`config.mk`:
```
export PLATFORM = sky130hd
export DESIGN_NAME = tt_um_sample_flow_decoder
export DESIGN_NICKNAME = d
export VERILOG_FILES = /design/src/rtl/tt_um_sample_flow_decoder.sv
export SDC_FILE = /design/constraint.sdc
export NUM_CORES = 1
export LEC_CHECK = 0
export CAP_MARGIN = 10
export CORE_ASPECT_RATIO = 2
export CORE_MARGIN = 2
export CORE_UTILIZATION = 52
export DETAILED_ROUTE_END_ITERATION = 8
export PLACE_DENSITY_LB_ADDON = 0.1
export SLEW_MARGIN = 20
export SYNTH_ARGS = -nofsm -noshare
export SYNTH_HDL_FRONTEND = slang
export SYNTH_SLANG_ARGS = --single-unit
export TNS_END_PERCENT = 30
```
`constraint.sdc`:
```
create_clock -name clk -period 4.9 [get_ports clk]
set_input_delay 0.98 -clock clk [delete_from_list [all_inputs] [get_ports clk]]
set_output_delay 0.98 -clock clk [all_outputs]
set_load 0.01 [all_outputs]
```
`src/rtl/tt_um_sample_flow_decoder.sv`:
```
// rtl/tt_um_sample_flow_decoder.sv - sample-flow recurrence decoder tile (optional SAMPLE_FLOW_STATS_EN)
module tt_um_sample_flow_decoder #(
    parameter bit          SEED_ZERO  = 1'b1,
    parameter int unsigned STABLE_CNT = 4
) (
    input  logic       clk,
    input  logic       rst_n,
    input  logic       ena,
    input  logic [7:0] ui_in,
    input  logic [7:0] uio_in,
    output logic [7:0] uo_out,
    output logic [7:0] uio_out,
    output logic [7:0] uio_oe
);

    typedef enum logic {
        WAIT_SEED = 1'b0,
        TRACK     = 1'b1
    } state_t;

    localparam state_t     RESET_STATE = SEED_ZERO ? TRACK : WAIT_SEED;
    localparam logic [3:0] STABLE_MAX  = 4'(STABLE_CNT);

    state_t     state_q, state_d;
    logic [7:0] prev_q, prev_d;
    logic [7:0] x_q, x_d;
    logic       valid_q, valid_d;
    logic       stable_q, stable_d;
    logic [3:0] run_q, run_d;

    logic       sample_valid;
    logic       resync;
    logic [4:0] prev_hi;
    logic [9:0] prev_sq;
    logic [7:0] decoded;
    logic [3:0] run_inc;
    logic       decode_fire;
    logic [2:0] count_bits;
    logic       unused_bits;

    assign sample_valid = uio_in[0];
    assign resync       = uio_in[1];

    // Undo the encoder's update: subtract both prev-derived terms mod 256
    assign prev_hi = prev_q[7:3];
    assign prev_sq = {5'b0, prev_hi} * {5'b0, prev_hi};
    assign decoded = ui_in - {2'b00, prev_q[7:2]} - prev_sq[7:0];

    assign run_inc     = (run_q >= STABLE_MAX) ? STABLE_MAX : run_q + 4'd1;
    assign decode_fire = ena && !resync && sample_valid && (state_q == TRACK);
    assign unused_bits = &{1'b0, uio_in[7:2], prev_sq[9:8]};

    // State and datapath registers; cleared asynchronously
    always_ff @(posedge clk or negedge rst_n) begin
        if (!rst_n) begin
            state_q  <= RESET_STATE;
            prev_q   <= 8'd0;
            x_q      <= 8'd0;
            valid_q  <= 1'b0;
            stable_q <= 1'b0;
            run_q    <= 4'd0;
        end else begin
            state_q  <= state_d;
            prev_q   <= prev_d;
            x_q      <= x_d;
            valid_q  <= valid_d;
            stable_q <= stable_d;
            run_q    <= run_d;
        end
    end

    // Next state: seed/track sequencing, decode and stability tracking
    always_comb begin
        state_d  = state_q;
        prev_d   = prev_q;
        x_d      = x_q;
        valid_d  = valid_q;
        stable_d = stable_q;
        run_d    = run_q;
        if (ena) begin
            valid_d = 1'b0;
            if (resync) begin
                run_d    = 4'd0;
                stable_d = 1'b0;
                if (sample_valid) begin
                    prev_d  = ui_in;
                    state_d = TRACK;
                end else begin
                    state_d = WAIT_SEED;
                end
            end else if (sample_valid) begin
                prev_d = ui_in;
                if (state_q == WAIT_SEED) begin
                    state_d = TRACK;
                end else begin
                    x_d      = decoded;
                    valid_d  = 1'b1;
                    run_d    = (decoded == x_q && run_q != 4'd0) ? run_inc : 4'd1;
                    stable_d = (run_d >= STABLE_MAX);
                end
            end
        end
    end

`ifdef SAMPLE_FLOW_STATS_EN
    logic [2:0] count_q;

    // Count decoded outputs, wrapping; only reset clears it
    always_ff @(posedge clk or negedge rst_n) begin
        if (!rst_n) begin
            count_q <= 3'd0;
        end else if (decode_fire) begin
            count_q <= count_q + 3'd1;
        end
    end

    assign count_bits = count_q;
`else
    assign count_bits = {2'b00, decode_fire & 1'b0};
`endif

    assign uo_out  = x_q;
    assign uio_out = {count_bits, stable_q, (state_q == TRACK), valid_q, 2'b00};
    assign uio_oe  = 8'b1111_1100;

endmodule
```
### Word-level counts from Yosys, hierarchy flattened

Cells that the tools add are included.

* mux-type cells: 14
* add/subtract/negate cells: 3
* bitwise logic cells: 1
* reduce and logical (&&, ||, !) cells: 8
* magnitude comparators: 2
* multipliers: 1
* eq/ne operators: 1

Operators with widths (count)
* 4-bit 2-to-1 mux: 5
* 1-bit 2-to-1 mux: 9
* 8-bit == test: 1
* 4-bit by 3-bit >= comparator with 1-bit output, second input constant: 2
* 5-bit by 5-bit multiplier with 8-bit output: 1
* 8-bit by 6-bit subtractor with 8-bit output: 1
* 8-bit subtractor: 1
* 4-bit by 1-bit adder with 4-bit output, second input constant: 1
* 2-bit AND reduction: 2
* 4-bit AND reduction: 1
* 2-bit nonzero test: 2
* 4-bit nonzero test: 1
* 3-bit AND reduction: 1
* 1-bit logical AND: 1
* 1-bit inverter: 1

* output and inout bits: 24
* input bits: 19
* word-level logic and storage cells: 36
* flip-flop bits (word level): 23

### Logic depth before layout (Yosys ltp)

Gate-level depths: netlist of the first run.

* depth in word-level cells: 9
* gate-level depth with buffers: 16
* gate-level depth less buffers: 15

### Worst setup path after synthesis of the first run

Ideal clock, no wire load.

* path kind: register to register
* start point: reg prev_q[3]
* end point: reg run_q[0]
* setup time: 118 ps
* buffers on the path: 2
* clock period less this slack: 4080 ps
* cell stages (with the launch flop): 17
* setup slack: 820 ps
* data required time: 4782 ps
* arrival time: 3961 ps
* cells stage by stage: dfrtp_1 -> buf_6 -> nand2_1 -> fa_1 -> fa_1 -> inv_1 -> fa_1 -> inv_1 -> fa_1 -> ha_1 -> buf_2 -> xnor2_1 -> or3_1 -> nand4_1 -> nor4_2 -> nand4_1 -> a21o_1

* longest elaborated chain between the ends: 8
* elaborated cells on any way between the ends: 9
* those cells by class: add/sub: 2; mul: 1; eq/ne: 1; mux: 4; reduce/logical: 1

Ends and longest elaborated chain
* start, declared: line 25 `logic [7:0] prev_q, prev_d;`
* start signal, assigned: line 64 `prev_q <= prev_d;`
* 5-bit by 5-bit multiplier with 8-bit output / 8-bit by 6-bit subtractor with 8-bit output (equally long branches): line 46, 47
* 8-bit subtractor (*): line 47 `assign decoded = ui_in - {2'b00, prev_q[7:2]} - prev_sq[7:0];`
* 8-bit == test (*): line 98 `run_d = (decoded == x_q && run_q != 4'd0) ? run_inc : 4'd1;`
* 1-bit logical AND (*): line 98
* 4-bit 2-to-1 mux (*): line 98
* 4-bit 2-to-1 mux (*): line 93 `if (state_q == WAIT_SEED) begin`
* 4-bit 2-to-1 mux (*): line 91 `end else if (sample_valid) begin`
* 4-bit 2-to-1 mux (*): line 82 `if (resync) begin`
* end signal, assigned: line 68 `run_q <= run_d;`
* end, declared: line 29 `logic [3:0] run_q, run_d;`

Mark *: on every way between the ends. The rest lies on a longest branch, timed or not. The select of a mux whose other input is x is not followed.
A chain may end at the register's enable or synchronous reset.

### Worst setup path in the final report of the first run

Same ends and word-level chain as after synthesis.

==> results.py, run 1 <==
metrics = {
    "run_status": {
        "status": "finished, final reports clean",
    },
    "drt": {
        "drc": 0,
        "routed_via_density": 5.189,
        "drt_iter0_drc": 23,
        "postRouteAntennaNets": 0,
        "wl_um": 4052,
        "dr_total_vias": 1567,
        "wl_per_cell_um": 13.42,
        "first_pass_iters": 4,
    },
    "sta": {
        "rsz0062_at_grt": "no",
        "report.final.setup_viol": 0,
        "setup_ws_ns": 0.3555,
        "fin_crit_sh_pct": 92.75,
        "max_freq_mhz": 220.0,
        "tns_ns": 0,
        "worst_pin_slew_ns": 0.7409,
        "fin_worst_skew_ns": 0.002420,
        "max-slew-margin-rel_pct": 50.50,
        "fin_crit_ns": 4.545,
        "slew_viol_final": 0,
        "hold_viol_final": 0,
    },
    "setup_path": {
        "start_kind": "register",
        "cp_max_fo": 10,
        "required_ns": 5.06,
        "cp.arrival_ns": 4.71,
        "crit_path_end_kind": "register",
        "worstSetupPathType": "register to register",
    },
    "synth": {
        "synth_xor_area_share_pct": 10.11,
        "synthAdderAreaFrac_pct": 22.38,
        "synthDistinctLibCells": 42,
        "synthArstFlopShare_pct": 100.0,
        "synth_top_family_by_area": "adder cells",
        "ys_warn_count": 0,
        "synth_area_sq_um": 2091,
        "synth_commonest_cells": "36 x nand2_1, 32 x inv_1, 20 x dfrtp_1",
        "synth_edf_count": 0,
        "yosysMostFrequentCell": "nand2_1",
        "syn_inst": 233,
        "ys_seq_area_share_pct": 25.19,
        "ys_ff_latch": 21,
        "synth_mux_area_share_pct": 4.189,
        "synth_top_cell_by_area": "dfrtp_1",
        "synth_top_cell_area_share_pct": 23.94,
        "synthFlopType": "dfrtp_1",
        "synth-compound-area-share_pct": 9.695,
        "synthTopCellsByArea": "dfrtp_1 24%, fa_1 13%, ha_1 9.0%",
        "syn_avg_cell_area_sq_um": 8.973,
        "synthSimpleGateAreaFrac_pct": 15.38,
    },
    "clocking": {
        "clock_latency_ns": 0.26,
        "cts_resized": 0,
        "htreeDepth": 1,
        "numCtsBuffers": 3,
        "cts_sinks": 21,
        "cts_tree": "yes",
        "clk_pin_slew_worst_paths_ns": 0.09,
        "clk_path_buf_depth": 2,
        "post_cts_buffers": 0,
        "cts-root-buf": "clkbuf_8",
        "ctsHoldBuffers": 0,
    },
    "global_routing": {
        "antenna_found_initial": 0,
        "grt_use_total_pct": 19.20,
        "overflow": 0,
        "grt_max_degree": 22,
        "grt_pass1_vias": 1564,
        "grt_pass1_wl_um": 6768,
    },
    "power_and_ir_drop": {
        "powerDensity_nw_per_um2": 755.1,
        "ir_drop_uv": 543.2,
        "cellLeakagePower_nw": 1.107,
    },
    "run": {
        "drv_cap": 0,
    },
    "floorplanning": {
        "die_y_um": 93.67,
        "fp.dieW_um": 48.84,
        "core-area_sq_um": 3844,
        "boundaryPins": 43,
        "fp.dieArea_sq_um": 4574,
        "core.rowCount": 32,
        "start_util_pct": 54.39,
    },
    "placement": {
        "place_ws_ns": 0.2150,
        "place_hpwl_um": 3391,
        "place_inst": 298,
        "place_congestion": 0.8894,
        "io_buffers": 23,
    },
    "cells_and_area": {
        "fin_nets": 300,
        "fin_cells": 302,
        "drive_gt1_share_pct": 5.578,
        "final_core_util_pct": 60.48,
        "fillers": 374,
        "antenna_cells": 0,
        "area_delta_synth_final_pct": 11.19,
    },
    "min_path": {
        "min_path_type": "register to register",
    },
}
## kinds of logic after synthesis
group                      Yosys count
AOI/OAI and AO/OA                   32
DFF                                 21
buffers and inverters               52
adders and majority gates           29
xor gates and xnor gates            21
and+or+nand+nor                     68
other                                2
muxes                                8
## stage by stage
step           hold WS (ns)  area (sq um)  total power, mW
2_1_floorplan        0.4510          2132            1.361
3_3_place_gp         0.4666          2281            1.620
3_5_place_dp         0.4750          2281            1.650
4_1_cts              0.4895          2330            1.780
5_1_grt              0.5053          2325            1.943
6_report             0.4882          2325            1.755
## layout make-up
cell class | instances | area [sq um] | area share, %
multi-input combinational | 171 | 1340 | 57.64
sequential | 21 | 526.8 | 22.66
clock buffer | 3 | 41.29 | 1.776
clock inverter | 1 | 7.507 | 0.3229
timing repair buffer | 23 | 225.2 | 9.688
tap | 51 | 63.81 | 2.745
inverter | 32 | 120.1 | 5.167
## where the power goes
part           leakage (nW)  total, mW  switching [mW]  internal, mW
clock network        0.0217      0.120          0.0629        0.0575
logic                 0.821       1.37           0.724         0.646
registers             0.264      0.264          0.0499         0.214
total                  1.11       1.76           0.837         0.918
## final timing paths
check / from / end / slack, ns / cells after the start
worst max-delay path: prev_q[3]$_DFFE_PN0P_ / run_q[0]$_DFFE_PN0P_ / 0.36 / 14
worst min-delay path: state_q$_DFFE_PN1P_ / state_q$_DFFE_PN1P_ / 0.49 / 2
worst max register to register: prev_q[3]$_DFFE_PN0P_ / run_q[0]$_DFFE_PN0P_ / 0.36 / 14
worst min register to register: state_q$_DFFE_PN1P_ / state_q$_DFFE_PN1P_ / 0.49 / 2
max in group asynchronous: rst_n / state_q$_DFFE_PN1P_ / 3.87 / 1
min in group asynchronous: rst_n / stable_q$_DFFE_PN0P_ / 0.67 / 1
## state kept, by name, indices dropped and copies added, names as in the netlist
register,cells
uo_out,8
prev_q,6
run_q,4
stable_q,1
state_q,1
valid_q,1
## placed cells by master, fill, tap and decap left out, drive strengths merged, types with 2 or more instances in the layout
cell / instances
a211oi: 3
o211ai: 3
xor2: 7
a21o: 2
nand2b: 2
a21oi: 5
nand4: 2
inv: 32
mux2: 6
clkdlybuf4s50: 22
dfrtp: 20
conb: 13
ha: 15
xnor2: 12
o21ai: 14
nand3: 2
nor3: 3
fa: 14
nand2: 36
nor3b: 2
and2: 3
xnor3: 2
nor2: 9
or3: 3
mux2i: 2
clkbuf: 3
## worst max-delay path: stages, from the launching register on
cell and delay (ns):
dfrtp_1 0.49, nand2_1 0.16, fa_1 0.51, fa_1 0.54, inv_1 0.05, fa_1 0.42, inv_1 0.07, fa_1 0.41
ha_1 0.44, xnor2_1 0.33, or3_1 0.16, mux2i_1 0.08, nor4_2 0.33, nand4_1 0.23, a21o_1 0.22
## layer usage
metal / vias up / routed length (um) / global-route usage [%]
met5: - / 0 / 0
met4: 0 / 122 / 10.00
met3: 10 / 54 / 0.4777
met2: 30 / 2441 / 39.95
met1: 763 / 1433 / 18.09
li1: 764 / - / -
Power figures use the tool's default switching activity.
==> run 2: changes to the inputs <==
Settings changed: GPL_TIMING_DRIVEN from default to 0.
==> run 2 against run 1 <==
  * First-iteration DRC count increased by 13%
  * Register-to-register slack improved by 0.02 ns
  * Final cell count is 6.6% higher
  * Worst hold slack improved by 0.00088 ns
  * Utilization up 3.8 points
  * Die area unchanged
  * Global-route usage up 1.6 points
  * Largest cell class unchanged
  * Highest routed layer unchanged
  * Routed wire length rose by 4.3%
  * Critical path depth up 1
  * Sequential cell count did not move
  * Sequential power about the same
==> results.py, run 2 (synthesis gave the netlist of run 1 again) <==
metrics = {
    "cells_and_area": {
        "drive_gt1_share_pct": 12.18,
        "ff_latch_area_sq_um": 526.8,
        "fin_nets": 320,
        "antenna_cells": 0,
        "final_common_cell": "nand2_1",
        "final_cell_mix": "36 x nand2_1, 32 x inv_1, 22 x clkdlybuf4s50_1, 20 x dfrtp_1, 16 x buf_4",
        "area_delta_synth_final_pct": 18.13,
        "largest_register_ffs": 8,
        "multi_input_area_sq_um": 1340,
        "fillers": 355,
    },
    "drt": {
        "wl_um": 4228,
        "dr_total_vias": 1588,
        "first_pass_iters": 4,
        "drc": 0,
        "postRouteAntennaNets": 0,
        "wl_per_cell_um": 13.13,
        "routed_via_density": 4.932,
        "drt_iter0_drc": 26,
    },
    "placement": {
        "place_hpwl_um": 3516,
        "place_congestion": 0.9243,
        "io_buffers": 23,
    },
    "global_routing": {
        "grt_pass1_wl_um": 7238,
        "grt_max_degree": 22,
        "overflow": 0,
        "grt_use_total_pct": 20.77,
        "grt_pass1_vias": 1623,
        "antenna_found_initial": 0,
    },
    "power_and_ir_drop": {
        "ir_drop_uv": 695.5,
        "power_frac_seq_pct": 14.8,
        "intPower_uw": 933.5,
        "cellLeakagePower_nw": 1.200,
        "p_switching_uw": 852.7,
        "clkPwrFrac_pct": 7.0,
        "swShare_pct": 47.74,
        "combPwrFrac_pct": 78.2,
        "powerDensity_nw_per_um2": 723.2,
    },
    "sta": {
        "fin_crit_sh_pct": 92.31,
        "tns_ns": 0,
        "slew_viol_final": 0,
        "max_freq_mhz": 221.1,
        "hold_viol_final": 0,
        "rsz0062_at_grt": "no",
        "max-slew-margin-rel_pct": 48.52,
        "fin_worst_skew_ns": 0.003695,
        "whs_ns": 0.4890,
        "worst_pin_slew_ns": 0.7705,
        "fin_crit_ns": 4.523,
        "report.final.setup_viol": 0,
    },
    "run_status": {
        "status": "finished, final reports clean",
    },
    "setup_path": {
        "cp.buffers_inverters": 3,
        "worstSetupPathType": "register to register",
        "max_stage_delay_ns": 0.54,
        "cp_max_fo": 10,
        "cp_top_family": "adder cells",
        "reg2reg_depth": 15,
        "cp_slowest_cell": "fa_1",
        "crit_path_end_kind": "register",
        "start_kind": "register",
        "reg2reg_to": "run_q[0]$_DFFE_PN0P_",
        "r2r_slack_ns": 0.38,
        "required_ns": 5.07,
        "cp.arrival_ns": 4.69,
        "critPathMostFrequentCell": "fa_1",
        "path_cells": "nand2_1 -> fa_1 -> fa_1 -> inv_1 -> fa_1 -> inv_1 -> fa_1 -> ha_1 -> buf_2 -> xnor2_1 -> or3_1 -> mux2i_1 -> nor4_2 -> nand4_1 -> a21o_1",
        "reg2reg_from": "prev_q[7]$_DFFE_PN0P_",
    },
    "clocking": {
        "post_cts_buffers": 0,
        "clock_latency_ns": 0.27,
        "htreeDepth": 1,
        "cts_sinks": 21,
        "clk_path_buf_depth": 2,
        "cts_resized": 0,
        "ctsHoldBuffers": 0,
        "numCtsBuffers": 3,
        "clk_pin_slew_worst_paths_ns": 0.09,
        "cts-root-buf": "clkbuf_8",
        "cts_tree": "yes",
    },
    "min_path": {
        "worst_hold_path.endpoint": "state_q$_DFFE_PN1P_",
        "min_path_type": "register to register",
        "hold_start": "state_q$_DFFE_PN1P_",
        "holdPathStages": 2,
    },
    "floorplanning": {
        "fp.dieW_um": 48.84,
        "core-area_sq_um": 3844,
        "fp.dieArea_sq_um": 4574,
        "start_util_pct": 54.39,
        "die_y_um": 93.67,
        "boundaryPins": 43,
        "core.rowCount": 32,
    },
    "run": {
        "drv_cap": 0,
    },
}
## run 2: cell types whose count changed in the layout (fill, tap and decap cells not counted), sizes merged
cell / previous run / this run
buf: 1 / 20
clkbuf: 3 / 4
## run 2: worst reg2reg max path: stages, from the launching register on
cell,delay [ns]
dfrtp_1,0.47
nand2_1,0.16
fa_1,0.52
fa_1,0.54
inv_1,0.05
fa_1,0.42
inv_1,0.08
fa_1,0.41
ha_1,0.29
buf_2,0.18
xnor2_1,0.31
or3_1,0.15
mux2i_1,0.07
nor4_2,0.31
nand4_1,0.23
a21o_1,0.22
## run 2: power by group through the flow
| stage | combinational [mW] | clock, mW | sequential, mW |
|---|---|---|---|
| after detailed placement | 1.39 | 0 | 0.268 |
| after floorplan | 1.09 | 0 | 0.270 |
| final | 1.40 | 0.125 | 0.264 |
| after global placement | 1.37 | 0 | 0.266 |
| after CTS | 1.40 | 0.128 | 0.264 |
| after global routing | 1.58 | 0.136 | 0.271 |
## run 2: routing by layer
| layer | wire (um) | track usage [%] | vias to the layer above |
|---|---|---|---|
| li1 | - | - | 802 |
| met1 | 1513 | 20.54 | 758 |
| met2 | 2557 | 42.24 | 21 |
| met3 | 51 | 1.433 | 7 |
| met4 | 105 | 9.286 | 0 |
| met5 | 0 | 0 | - |
## run 2: metrics by stage
step	worst slack, ns	utilization [%]	cell area, sq um	total power [mW]	instances
2_1_floorplan	0.8204	-	2132	1.361	244
3_3_place_gp	0.2367	63.12	2426	1.639	318
3_5_place_dp	0.2033	63.12	2426	1.662	318
4_1_cts	0.4022	64.39	2475	1.797	322
5_1_grt	0.09471	64.26	2470	1.984	322
6_report	0.3771	64.26	2470	1.786	322
## run 2: how the worst max path moves through the flow
stage | startpoint | end | slack [ns] | cells past startpoint
CTS | prev_q[6]$_DFFE_PN0P_ | run_q[0]$_DFFE_PN0P_ | 0.40 | 15
detailed placement | ui_in[2] | run_q[0]$_DFFE_PN0P_ | 0.20 | 14
finish | prev_q[7]$_DFFE_PN0P_ | run_q[0]$_DFFE_PN0P_ | 0.38 | 15
global route | prev_q[7]$_DFFE_PN0P_ | run_q[0]$_DFFE_PN0P_ | 0.09 | 15
floorplan | prev_q[3]$_DFFE_PN0P_ | run_q[0]$_DFFE_PN0P_ | 0.82 | 16
global placement | ui_in[2] | run_q[0]$_DFFE_PN0P_ | 0.24 | 14
## run 2: area by class of cell
| cell class | count | share of cell area [%] |
|---|---|---|
| inverters | 32 | 4.863 |
| flip-flops and latches | 21 | 21.33 |
| clock buffers | 3 | 1.672 |
| well taps | 51 | 2.584 |
| multi-input cells | 171 | 54.26 |
| plain buffers | 20 | 5.876 |
| repair buffers | 23 | 9.119 |
| clock inverters | 1 | 0.3040 |
